===== config.mk =====
export PLATFORM = sky130hd
export DESIGN_NAME = boss_anim_seq_flat
export DESIGN_NICKNAME = d
export VERILOG_FILES = /design/src/rtl/boss_anim_seq_if.sv /design/src/rtl/boss_anim_seq.sv /design/src/flat_wrapper.sv
export SDC_FILE = /design/constraint.sdc
export NUM_CORES = 1
export LEC_CHECK = 0
export ABC_AREA = 1
export BUFFER_PORTS_ARGS = -buffer_cell sky130_fd_sc_hd__clkbuf_2
export CORE_UTILIZATION = 25
export CTS_BUF_LIST = sky130_fd_sc_hd__clkbuf_4 sky130_fd_sc_hd__clkbuf_8 sky130_fd_sc_hd__clkbuf_16
export CTS_CLUSTER_DIAMETER = 120
export DETAILED_ROUTE_END_ITERATION = 7
export GPL_TIMING_DRIVEN = 0
export PLACE_DENSITY_LB_ADDON = 0.12
export SETUP_SLACK_MARGIN = 0.5
export SLEW_MARGIN = 0
export SYNTH_ARGS = -nofsm -noshare
export SYNTH_HDL_FRONTEND = slang
export SYNTH_SLANG_ARGS = --single-unit

===== constraint.sdc =====
create_clock -name Clk -period 3.6 [get_ports Clk]
set_clock_uncertainty 0.2 [all_clocks]
set_input_delay 0.54 -clock Clk [delete_from_list [all_inputs] [get_ports Clk]]
set_output_delay 0.54 -clock Clk [all_outputs]
set_load 0.05 [all_outputs]

===== src/rtl/boss_anim_seq_if.sv =====
// Boss animation sequencer bus.
// Groups the per-frame event inputs and the sprite-select / health outputs.
// master: the game-side block that raises events and consumes sprite selects.
// slave:  the sequencer itself.
interface boss_anim_seq_if;
    // Event strobes are single-cycle pulses: frame_tick once per video frame,
    // restart and hit once per occurrence. There is no back-pressure; a pulse
    // is consumed on the cycle it is high. boss_moving/boss_vel_right are levels.
    logic       frame_tick;
    logic       restart;
    logic       boss_moving;
    logic       boss_vel_right;
    logic       hit;

    logic [1:0] walk_frame_boss;
    logic       is_walking_boss;
    logic       boss_direction;
    logic       boss_special_attack;
    logic       elec_frame;
    logic [9:0] boss_health;
    logic       boss_dead;

    modport master (
        output frame_tick, restart, boss_moving, boss_vel_right, hit,
        input  walk_frame_boss, is_walking_boss, boss_direction,
               boss_special_attack, elec_frame, boss_health, boss_dead
    );

    modport slave (
        input  frame_tick, restart, boss_moving, boss_vel_right, hit,
        output walk_frame_boss, is_walking_boss, boss_direction,
               boss_special_attack, elec_frame, boss_health, boss_dead
    );
endinterface


===== src/rtl/boss_anim_seq.sv =====
// Boss animation sequencer: per-frame state machine for the boss sprite.
// Owns boss health, the walk animation and the charge/attack (electrified
// platform) cycle. Everything advances on frame_tick except hits, restart and
// the death transition, which act on any clock cycle.
// Optional build macro BOSS_RAGE_EN: while health is below half of MAX_HEALTH
// the attack period and walk divider are halved.
module boss_anim_seq #(
    parameter int WALK_DIV      = 8,
    parameter int ATTACK_PERIOD = 600,
    parameter int CHARGE_FRAMES = 60,
    parameter int ATTACK_FRAMES = 120,
    parameter int ELEC_DIV      = 4,
    parameter int MAX_HEALTH    = 320,
    parameter int HIT_DAMAGE    = 8
) (
    input  logic            Clk,
    input  logic            Reset_n,
    boss_anim_seq_if.slave  bus,
    output logic [2:0]      dbg_state
);

    // One counter width covers every count range in the block.
    localparam int M1      = (ATTACK_PERIOD > CHARGE_FRAMES) ? ATTACK_PERIOD : CHARGE_FRAMES;
    localparam int M2      = (ATTACK_FRAMES > WALK_DIV) ? ATTACK_FRAMES : WALK_DIV;
    localparam int M3      = (M1 > M2) ? M1 : M2;
    localparam int CNT_MAX = (M3 > ELEC_DIV) ? M3 : ELEC_DIV;
    localparam int CNT_W   = $clog2(CNT_MAX + 1);

    localparam logic [CNT_W-1:0] PERIOD_LIM = CNT_W'(ATTACK_PERIOD - 1);
    localparam logic [CNT_W-1:0] WALK_LIM   = CNT_W'(WALK_DIV - 1);
    localparam logic [CNT_W-1:0] CHARGE_LIM = CNT_W'(CHARGE_FRAMES - 1);
    localparam logic [CNT_W-1:0] ATTACK_LIM = CNT_W'(ATTACK_FRAMES - 1);
    localparam logic [CNT_W-1:0] ELEC_LIM   = CNT_W'(ELEC_DIV - 1);
    localparam logic [9:0]       HEALTH_RST = 10'(MAX_HEALTH);
    localparam logic [9:0]       DAMAGE     = 10'(HIT_DAMAGE);

    typedef enum logic [2:0] {
        ST_IDLE   = 3'd0,
        ST_WALK   = 3'd1,
        ST_CHARGE = 3'd2,
        ST_ATTACK = 3'd3,
        ST_DEAD   = 3'd4
    } state_t;

    state_t           state_q, state_d;
    logic [CNT_W-1:0] period_q, period_d;     // ticks spent roaming (IDLE+WALK)
    logic [CNT_W-1:0] walk_div_q, walk_div_d; // ticks since last walk step
    logic [CNT_W-1:0] phase_q, phase_d;       // ticks spent in CHARGE or ATTACK
    logic [CNT_W-1:0] elec_div_q, elec_div_d; // ticks since last elec toggle
    logic [1:0]       walk_frame_q, walk_frame_d;
    logic             dir_q, dir_d;
    logic             elec_q, elec_d;
    logic [9:0]       health_q, health_d;
    logic             walking_q, walking_d;
    logic             special_q, special_d;
    logic             dead_q, dead_d;

    logic [CNT_W-1:0] period_lim;
    logic [CNT_W-1:0] walk_lim;
    logic [9:0]       health_hit;
    logic             hit_apply;

`ifdef BOSS_RAGE_EN
    localparam logic [CNT_W-1:0] PERIOD_LIM_RAGE = CNT_W'((ATTACK_PERIOD >> 1) - 1);
    localparam logic [CNT_W-1:0] WALK_LIM_RAGE   = CNT_W'((WALK_DIV >> 1) - 1);
    logic rage;

    // Rage halves the roaming period and walk step while health is low.
    always_comb begin
        rage       = (health_q < (HEALTH_RST >> 1));
        period_lim = rage ? PERIOD_LIM_RAGE : PERIOD_LIM;
        walk_lim   = rage ? WALK_LIM_RAGE   : WALK_LIM;
    end
`else
    // Fixed limits when rage is not built.
    always_comb begin
        period_lim = PERIOD_LIM;
        walk_lim   = WALK_LIM;
    end
`endif

    // Saturating damage: compare before subtracting so health never wraps.
    always_comb begin
        hit_apply  = bus.hit && (state_q != ST_DEAD);
        health_hit = (health_q >= DAMAGE) ? (health_q - DAMAGE) : 10'd0;
    end

    // Next-state and next-output logic. Limits compare with >= so a counter
    // already past a freshly shortened limit fires on the next tick.
    always_comb begin
        state_d      = state_q;
        period_d     = period_q;
        walk_div_d   = walk_div_q;
        phase_d      = phase_q;
        elec_div_d   = elec_div_q;
        walk_frame_d = walk_frame_q;
        dir_d        = dir_q;
        elec_d       = elec_q;
        health_d     = health_q;

        unique case (state_q)
            ST_IDLE, ST_WALK: begin
                if (bus.frame_tick) begin
                    if (bus.boss_moving) begin
                        dir_d = bus.boss_vel_right;
                    end
                    if (period_q >= period_lim) begin
                        state_d      = ST_CHARGE;
                        period_d     = '0;
                        phase_d      = '0;
                        walk_div_d   = '0;
                        walk_frame_d = 2'd0;
                    end else begin
                        period_d = period_q + 1'b1;
                        if (state_q == ST_WALK) begin
                            if (!bus.boss_moving) begin
                                state_d      = ST_IDLE;
                                walk_div_d   = '0;
                                walk_frame_d = 2'd0;
                            end else if (walk_div_q >= walk_lim) begin
                                walk_div_d   = '0;
                                walk_frame_d = (walk_frame_q == 2'd2) ? 2'd0 : walk_frame_q + 2'd1;
                            end else begin
                                walk_div_d = walk_div_q + 1'b1;
                            end
                        end else if (bus.boss_moving) begin
                            state_d = ST_WALK;
                        end
                    end
                end
            end
            ST_CHARGE: begin
                if (bus.frame_tick) begin
                    if (phase_q >= CHARGE_LIM) begin
                        state_d    = ST_ATTACK;
                        phase_d    = '0;
                        elec_div_d = '0;
                        elec_d     = 1'b0;
                    end else begin
                        phase_d = phase_q + 1'b1;
                    end
                end
            end
            ST_ATTACK: begin
                if (bus.frame_tick) begin
                    if (phase_q >= ATTACK_LIM) begin
                        state_d    = ST_IDLE;
                        phase_d    = '0;
                        elec_div_d = '0;
                        elec_d     = 1'b0;
                        period_d   = '0;
                    end else begin
                        phase_d = phase_q + 1'b1;
                        if (elec_div_q >= ELEC_LIM) begin
                            elec_div_d = '0;
                            elec_d     = ~elec_q;
                        end else begin
                            elec_div_d = elec_div_q + 1'b1;
                        end
                    end
                end
            end
            default: begin
                // DEAD holds until restart or reset.
            end
        endcase

        // Hits land on any cycle; a killing hit overrides any tick transition.
        if (hit_apply) begin
            health_d = health_hit;
            if (health_hit == 10'd0) begin
                state_d      = ST_DEAD;
                period_d     = '0;
                walk_div_d   = '0;
                phase_d      = '0;
                elec_div_d   = '0;
                walk_frame_d = 2'd0;
                elec_d       = 1'b0;
            end
        end

        // Restart wins over everything and mirrors the reset values.
        if (bus.restart) begin
            state_d      = ST_IDLE;
            period_d     = '0;
            walk_div_d   = '0;
            phase_d      = '0;
            elec_div_d   = '0;
            walk_frame_d = 2'd0;
            dir_d        = 1'b0;
            elec_d       = 1'b0;
            health_d     = HEALTH_RST;
        end

        walking_d = (state_d == ST_WALK);
        special_d = (state_d == ST_ATTACK);
        dead_d    = (state_d == ST_DEAD);
    end

    // State, counters and registered outputs.
    always_ff @(posedge Clk or negedge Reset_n) begin
        if (!Reset_n) begin
            state_q      <= ST_IDLE;
            period_q     <= '0;
            walk_div_q   <= '0;
            phase_q      <= '0;
            elec_div_q   <= '0;
            walk_frame_q <= 2'd0;
            dir_q        <= 1'b0;
            elec_q       <= 1'b0;
            health_q     <= HEALTH_RST;
            walking_q    <= 1'b0;
            special_q    <= 1'b0;
            dead_q       <= 1'b0;
        end else begin
            state_q      <= state_d;
            period_q     <= period_d;
            walk_div_q   <= walk_div_d;
            phase_q      <= phase_d;
            elec_div_q   <= elec_div_d;
            walk_frame_q <= walk_frame_d;
            dir_q        <= dir_d;
            elec_q       <= elec_d;
            health_q     <= health_d;
            walking_q    <= walking_d;
            special_q    <= special_d;
            dead_q       <= dead_d;
        end
    end

    assign bus.walk_frame_boss     = walk_frame_q;
    assign bus.is_walking_boss     = walking_q;
    assign bus.boss_direction      = dir_q;
    assign bus.boss_special_attack = special_q;
    assign bus.elec_frame          = elec_q;
    assign bus.boss_health         = health_q;
    assign bus.boss_dead           = dead_q;
    assign dbg_state               = state_q;

endmodule


===== src/flat_wrapper.sv =====
// flat-port wrapper written by rule: the top's interface ports become plain ports
module boss_anim_seq_flat 
#(
    parameter int WALK_DIV      = 8,
    parameter int ATTACK_PERIOD = 600,
    parameter int CHARGE_FRAMES = 60,
    parameter int ATTACK_FRAMES = 120,
    parameter int ELEC_DIV      = 4,
    parameter int MAX_HEALTH    = 320,
    parameter int HIT_DAMAGE    = 8
)
  (Clk, Reset_n, dbg_state, bus_frame_tick, bus_restart, bus_boss_moving, bus_boss_vel_right, bus_hit, bus_walk_frame_boss, bus_is_walking_boss, bus_boss_direction, bus_boss_special_attack, bus_elec_frame, bus_boss_health, bus_boss_dead);
  boss_anim_seq_if bus_i ();
  input  logic Clk;
  input  logic Reset_n;
  output logic [2:0] dbg_state;
  input wire logic [$bits(bus_i.frame_tick)-1:0] bus_frame_tick;
  input wire logic [$bits(bus_i.restart)-1:0] bus_restart;
  input wire logic [$bits(bus_i.boss_moving)-1:0] bus_boss_moving;
  input wire logic [$bits(bus_i.boss_vel_right)-1:0] bus_boss_vel_right;
  input wire logic [$bits(bus_i.hit)-1:0] bus_hit;
  output wire logic [$bits(bus_i.walk_frame_boss)-1:0] bus_walk_frame_boss;
  output wire logic [$bits(bus_i.is_walking_boss)-1:0] bus_is_walking_boss;
  output wire logic [$bits(bus_i.boss_direction)-1:0] bus_boss_direction;
  output wire logic [$bits(bus_i.boss_special_attack)-1:0] bus_boss_special_attack;
  output wire logic [$bits(bus_i.elec_frame)-1:0] bus_elec_frame;
  output wire logic [$bits(bus_i.boss_health)-1:0] bus_boss_health;
  output wire logic [$bits(bus_i.boss_dead)-1:0] bus_boss_dead;
  assign bus_i.frame_tick = bus_frame_tick;
  assign bus_i.restart = bus_restart;
  assign bus_i.boss_moving = bus_boss_moving;
  assign bus_i.boss_vel_right = bus_boss_vel_right;
  assign bus_i.hit = bus_hit;
  assign bus_walk_frame_boss = bus_i.walk_frame_boss;
  assign bus_is_walking_boss = bus_i.is_walking_boss;
  assign bus_boss_direction = bus_i.boss_direction;
  assign bus_boss_special_attack = bus_i.boss_special_attack;
  assign bus_elec_frame = bus_i.elec_frame;
  assign bus_boss_health = bus_i.boss_health;
  assign bus_boss_dead = bus_i.boss_dead;
  boss_anim_seq #(.WALK_DIV(WALK_DIV), .ATTACK_PERIOD(ATTACK_PERIOD), .CHARGE_FRAMES(CHARGE_FRAMES), .ATTACK_FRAMES(ATTACK_FRAMES), .ELEC_DIV(ELEC_DIV), .MAX_HEALTH(MAX_HEALTH), .HIT_DAMAGE(HIT_DAMAGE)) u_core (.Clk(Clk), .Reset_n(Reset_n), .bus(bus_i), .dbg_state(dbg_state));
endmodule

# ---- Word level (Yosys, flattened, before mapping)
# Cells that the tools add are included.
# W data, S select, Z words.
dict set report op_classes {
  reduce_logical 9
  n_mux 75
  n_lt_le_gt_ge 6
  bitwise_logic 1
  n_eq_ne 8
  addsub 6
}
# op n
set op_table {}
lappend op_table {{$mux W10} 36}
lappend op_table {{$add A10 B1 Y10 const B} 4}
lappend op_table {{$pmux W10 S2} 2}
lappend op_table {{$mux W3} 12}
lappend op_table {{$pmux W10 S3} 1}
lappend op_table {{$mux W2} 10}
lappend op_table {{$mux W1} 12}
lappend op_table {{$ge A10 B10 Y1 const B} 1}
lappend op_table {{$ge A10 B2 Y1 const B} 1}
lappend op_table {{$ge A10 B3 Y1 const B} 1}
lappend op_table {{$ge A10 B4 Y1 const B} 1}
lappend op_table {{$ge A10 B6 Y1 const B} 1}
lappend op_table {{$ge A10 B7 Y1 const B} 1}
lappend op_table {{$logic_not A10 Y1} 1}
lappend op_table {{$sub A10 B4 Y10 const B} 1}
lappend op_table {{$eq A3 B2 Y1 const B} 3}
lappend op_table {{$pmux W3 S3} 1}
lappend op_table {{$reduce_bool A2 Y1} 4}
lappend op_table {{$eq A3 B1 Y1 const B} 2}
lappend op_table {{$eq A3 B3 Y1 const B} 1}
lappend op_table {{$logic_not A3 Y1} 1}
lappend op_table {{$ne A3 B3 Y1 const B} 1}
lappend op_table {{$reduce_and A3 Y1} 1}
lappend op_table {{$add A2 B1 Y2 const B} 1}
lappend op_table {{5 further kinds} 5}
dict set report totals {
  input_bits 7
  output_inout_bits 20
  elab_cells 117
  ff_bits 60
}

# ---- Longest topological paths before layout
dict set report depth {
  depth_word 11
  depth_mapped 13
  depth_no_buf 13
}

# ---- Worst setup path after synthesis
# No wires, ideal clock.
dict set report synth_path {
  path_type {register to register}
  from {register u_core.health_q[3], in the netlist u_core.bus.boss_health[3]}
  to {register u_core.walk_frame_q[1], in the netlist u_core.bus.walk_frame_boss[1]}
  arrival_ps 1868
  slack_ps 1410
  setup_ps 122
  stages_incl_launch_ff 13
  n_path_buf 0
  t_required_ps 3278
  synth_period_minus_slack_ps 2190
  path_cell_list {dfrtp_1 inv_2 ha_1 inv_1 nor2_1 o21ai_2 nand2_1 nor2_2 nand2_4 nand2_8 inv_2 nand2_2 nor2_1}
}
dict set report synth_between {
  elab_chain_len 6
  elab_cells_between_ends 7
  cone_classes {add/sub (1); order compare (1); mux (4); reduce/logical (1)}
}
# element line
set synth_lines {}
lappend synth_lines {{start: declaration} boss_anim_seq.sv:53} ;# logic [9:0] health_q, health_d;
lappend synth_lines {{start signal: assignment} boss_anim_seq.sv:224} ;# health_q <= health_d;
lappend synth_lines {{$sub A10 B4 Y10 or $ge A10 B4 Y1 (tied branches)} boss_anim_seq.sv:85} ;# health_hit = (health_q >= DAMAGE) ? (health_q - DAMAGE) : 10'd0;
lappend synth_lines {{$mux W10 (*)} boss_anim_seq.sv:85}
lappend synth_lines {{$logic_not A10 Y1 (*)} boss_anim_seq.sv:171} ;# if (health_hit == 10'd0) begin
lappend synth_lines {{$mux W2 (*)} boss_anim_seq.sv:171}
lappend synth_lines {{$mux W2 (*)} boss_anim_seq.sv:169} ;# if (hit_apply) begin
lappend synth_lines {{$mux W2 (*)} boss_anim_seq.sv:183} ;# if (bus.restart) begin
lappend synth_lines {{via u_core.walk_frame_d[1]} boss_anim_seq.sv:50} ;# logic [1:0] walk_frame_q, walk_frame_d;
lappend synth_lines {{end signal: assignment} boss_anim_seq.sv:221} ;# walk_frame_q <= walk_frame_d;
lappend synth_lines {{end: declaration} boss_anim_seq.sv:50}
# Mark *: on every way through the listed nets, which the timed path passes. The rest lies on a longest branch.
# A chain may end at the register's enable or synchronous reset.

# ---- Worst setup path after layout
dict set report layout_path {
  from {register u_core.state_q[1], in the netlist u_core.dbg_state[1]}
  to {register u_core.period_q[8]}
}
dict set report layout_between {
  elab_chain_len 6
  elab_cells_between_ends 10
  cone_classes {eq/ne (3); mux (4); reduce/logical (3)}
}
# element line
set layout_lines {}
lappend layout_lines {{start: declaration} boss_anim_seq.sv:45} ;# state_t state_q, state_d;
lappend layout_lines {{start signal: assignment} boss_anim_seq.sv:216} ;# state_q <= state_d;
lappend layout_lines {{$eq A3 B1 Y1 or $logic_not A3 Y1 (tied branches)} boss_anim_seq.sv:101} ;# unique case (state_q)
lappend layout_lines {{$reduce_or A2 Y1} boss_anim_seq.sv:101}
lappend layout_lines {{$pmux W10 S2} boss_anim_seq.sv:101}
lappend layout_lines {{$mux W10} boss_anim_seq.sv:171}
lappend layout_lines {{$mux W10 (*)} boss_anim_seq.sv:169}
lappend layout_lines {{$mux W10 (*)} boss_anim_seq.sv:183}
lappend layout_lines {{via u_core.period_d[8]} boss_anim_seq.sv:46} ;# logic [CNT_W-1:0] period_q, period_d;
lappend layout_lines {{end signal: assignment} boss_anim_seq.sv:217} ;# period_q <= period_d;
lappend layout_lines {{end: declaration} boss_anim_seq.sv:46}
# Marks and branches as above.

==> run summary <==
===============================================================================
Clock tree sinks                                                             60
Synth Area in Compound Gates                                              13.0%
Highest fanout seen on the critical path                                      9
Number of max-slew violations in the final report                             0
Xor/xnor cell area share of the yosys netlist                            0.974%
Routed vias/inst                                                           4.61
Initial core utilization                                                  25.8%
Worst hold path class                                                 in -> reg
Global-route wire length before repair                                  16.6 mm
Placed wire-length estimate                                             7.30 mm
Synth Register Bits                                                          60
Mux share of post-synthesis cell area                                        0%
Setup slack of the critical path after layout                           1.39 ns
Setup-failing EPs final                                                       0
Setup TNS after final layout                                               0 ns
Met1 track demand over resource                                           21.3%
Flop2flop setup slack                                                   1.39 ns
Core utilization of the finished layout                                   30.7%
Buffers added on ports                                                       26
Total iterations of the first detailed-routing run                            4
Worst EP arrival                                                        2.23 ns
Post-CTS repair timing setup buffer count                                     0
Maximum level of the CTS H-tree                                               3
Clock tree from TritonCTS                                                  done
Layout area overhead                                                      19.0%
Die area                                                             0.0149 mm²
Pre-CTS setup slack                                                     1.38 ns
Synthesized netlist cell count                                              501
Simple-gate area share of the yosys netlist                               33.8%
Maximum number of buffers from clock root to sink                             2
Slew HR                                                                   63.9%
Fraction of the cycle the final worst path needs                          61.5%
Warnings from Yosys                                                           0
I/O pin count                                                                27
Worst Setup Start Kind                                                flip-flop
Syn_nets                                                                    513
Worst Max-Slew Pin Slew                                                0.541 ns
# Max-Cap Violations                                                          0
Total power after layout                                              0.00192 W
Number of DRC markers after the initial detailed-route iteration            169
Total global routing overflow                                                 0
Dominant synthesized flop cell                                     sky130_fd_sc_hd__dfrtp_1
Number of global-route vias before repair                                  3140
GRT busiest layer                                                          met1
Leak                                                                    2.10 nW
Worst-path clk slew                                                     0.05 ns
Number of buffers created by CTS                                              9
Hold violation count in the final report                                      0
Layout Nets                                                                 552
Grt met2 use                                                              21.1%
RD Place Congestion                                                       0.795
Initial antenna violation count                                               0
Pwr per Cell Area                                                    449 mW/mm²
Std cell rows                                                                43
Antenna diodes                                                                0
Sequential area share after synthesis                                     41.8%
Unrepaired setup endpoints after global routing                           false
Combined area of all synthesized cells                              0.00360 mm²
Post-layout minimum cycle time                                          2.21 ns
Async set or reset register ratio after synthesis                          100%
DRC                                                                           0
Count of nets left with antenna violations after detail routing               0
Final routed wire length divided by cell count                          13.6 µm
Fraction of met3 tracks used by global routing                            2.01%
Final wirelength                                                        9.85 mm
Die extent in x                                                          122 µm
Timing-limited maximum frequency                                        452 MHz
Number of distinct library cells after synthesis                             40
Combinational family with the most area after synthesis            simple AND/OR/NAND/NOR gates
Core region area                                                     0.0139 mm²
Clock latency at the later pin of the worst-skew pair                   0.33 ns
Peak supply drop                                                         227 µV
Floorplan die height                                                     122 µm
GRT Total Usage                                                           14.6%
Root cell of the clock tree                                        sky130_fd_sc_hd__clkbuf_16
Startpoint-to-endpoint class of the critical path                    reg -> reg
Detailed-route via count                                                   3339
Largest net degree at the start of global routing                            34
Adder and majority cell fraction of the synthesized area                  1.74%
Layout cells sized above 1                                                14.1%
Mapped Avg Cell Area                                                   7.18 µm²
Crit. End Element                                                     flip-flop
Run status                                                         finished, final reports clean
Data required time of the worst path                                    3.62 ns
Number of flops mapped to enable cells by yosys                               0
===============================================================================
worst paths after layout:
path | start | cells past startpoint | end
min | bus_restart | 2 | u_core.bus.boss_health[2]$_DFFE_PN0P_
min in group asynchronous | Reset_n | 2 | u_core.bus.boss_health[7]$_DFFE_PN0P_
max | u_core.dbg_state[1]$_DFF_PN0_ | 10 | u_core.period_q[8]$_DFF_PN0_
max reg2reg | u_core.dbg_state[1]$_DFF_PN0_ | 10 | u_core.period_q[8]$_DFF_PN0_
max in group asynchronous | Reset_n | 3 | u_core.bus.boss_health[6]$_DFFE_PN1P_
min reg2reg | u_core.elec_div_q[7]$_DFF_PN0_ | 2 | u_core.elec_div_q[7]$_DFF_PN0_
power breakdown:
part	internal (W)	total [W]	switching, W	leakage, nW
registers	0.000701	0.000727	0.0000261	0.823
clock network	0.000544	0.000841	0.000297	0.150
logic	0.0000943	0.000354	0.000259	1.12
area by class of cell:
cell class | count | area [µm²]
Buffer | 9 | 52.6
Clock buffer | 15 | 289
Clock inverter | 1 | 5.00
Fill cell | 1523 | 9660
Inverter | 69 | 259
Multi-Input combinational cell | 363 | 1780
Sequential cell | 60 | 1500
Tap cell | 180 | 225
Timing Repair Buffer | 28 | 163
what timing repair did:
action                    CTS  global route
resized for setup           0             0
hold endpoints to repair   26             0
hold buffers                1             0
layer usage:
layer,wire length (µm),up-vias
met4,182,0
met1,5080,1568
met3,262,11
li1,-,1721
met2,4330,39
met5,0,-
worst max-delay path, cell delays in order (launching register included):
cell and delay (ns):
sky130_fd_sc_hd__dfrtp_1 0.44, sky130_fd_sc_hd__inv_2 0.17, sky130_fd_sc_hd__nand2_1 0.09, sky130_fd_sc_hd__o21ai_2 0.37
sky130_fd_sc_hd__nor2_2 0.12, sky130_fd_sc_hd__nor2_1 0.29, sky130_fd_sc_hd__inv_2 0.18, sky130_fd_sc_hd__nand2_1 0.09
sky130_fd_sc_hd__o21ai_0 0.08, sky130_fd_sc_hd__inv_1 0.06, sky130_fd_sc_hd__nor2_1 0.03
per-stage QoR:
step	hold WS, ns	std cells	area [µm²]
after floorplan	0.0444	501	3600
after global placement	0.307	707	3950
after detailed placement	0.311	708	3970
after CTS	0.279	725	4280
after global routing	0.292	725	4280
final	0.282	725	4280
state kept, by name (all words and copies together), names as in the netlist, 2 cells and up:
signal	cells
u_core.walk_div_q	10
u_core.bus.walk_frame_boss	2
u_core.bus.boss_health	10
u_core.period_q	10
u_core.elec_div_q	10
u_core.phase_q	10
u_core.dbg_state	3
cells in the final DEF (no fill, tap or decap), types with 9 or more instances in the layout:
cell type,synthesis,routed
sky130_fd_sc_hd__clkbuf_16,0,9
sky130_fd_sc_hd__clkbuf_2,0,25
sky130_fd_sc_hd__dfrtp_1,58,58
sky130_fd_sc_hd__nand2_1,111,111
sky130_fd_sc_hd__o21ai_0,30,30
sky130_fd_sc_hd__inv_1,61,61
sky130_fd_sc_hd__a21oi_1,24,24
sky130_fd_sc_hd__nor3_1,23,23
sky130_fd_sc_hd__nand3_1,41,41
sky130_fd_sc_hd__nor2_1,68,68
synth_stat cells (all sizes together), types with 2 or more instances:
| cell type | instances | area share [%] |
|---|---|---|
| nand4 | 8 | 1.4 |
| o211ai | 4 | 0.84 |
| o21ai | 34 | 4.9 |
| xor2 | 4 | 0.97 |
| dfrtp | 58 | 40 |
| nor4 | 2 | 0.35 |
| nand3 | 42 | 6.0 |
| a31oi | 2 | 0.35 |
| or2 | 2 | 0.35 |
| nor3 | 23 | 3.2 |
| buf | 5 | 1.0 |
| dfstp | 2 | 1.5 |
| a22oi | 4 | 0.84 |
| inv | 69 | 7.2 |
| nor2 | 76 | 8.8 |
| o21a | 2 | 0.42 |
| o22ai | 4 | 0.70 |
| clkbuf | 4 | 0.42 |
| ha | 5 | 1.7 |
| nand2 | 118 | 13 |
| a21oi | 24 | 3.3 |
| o21bai | 2 | 0.42 |
logic make-up after synthesis:
kind of cell,count (synthesis)
AOI/OAI and AO/OA,81
xor gates and xnor gates,4
adders and majority gates,5
buffers and inverters,78
DFF,60
and+or+nand+nor,273
Power figures use the tool's default switching activity.
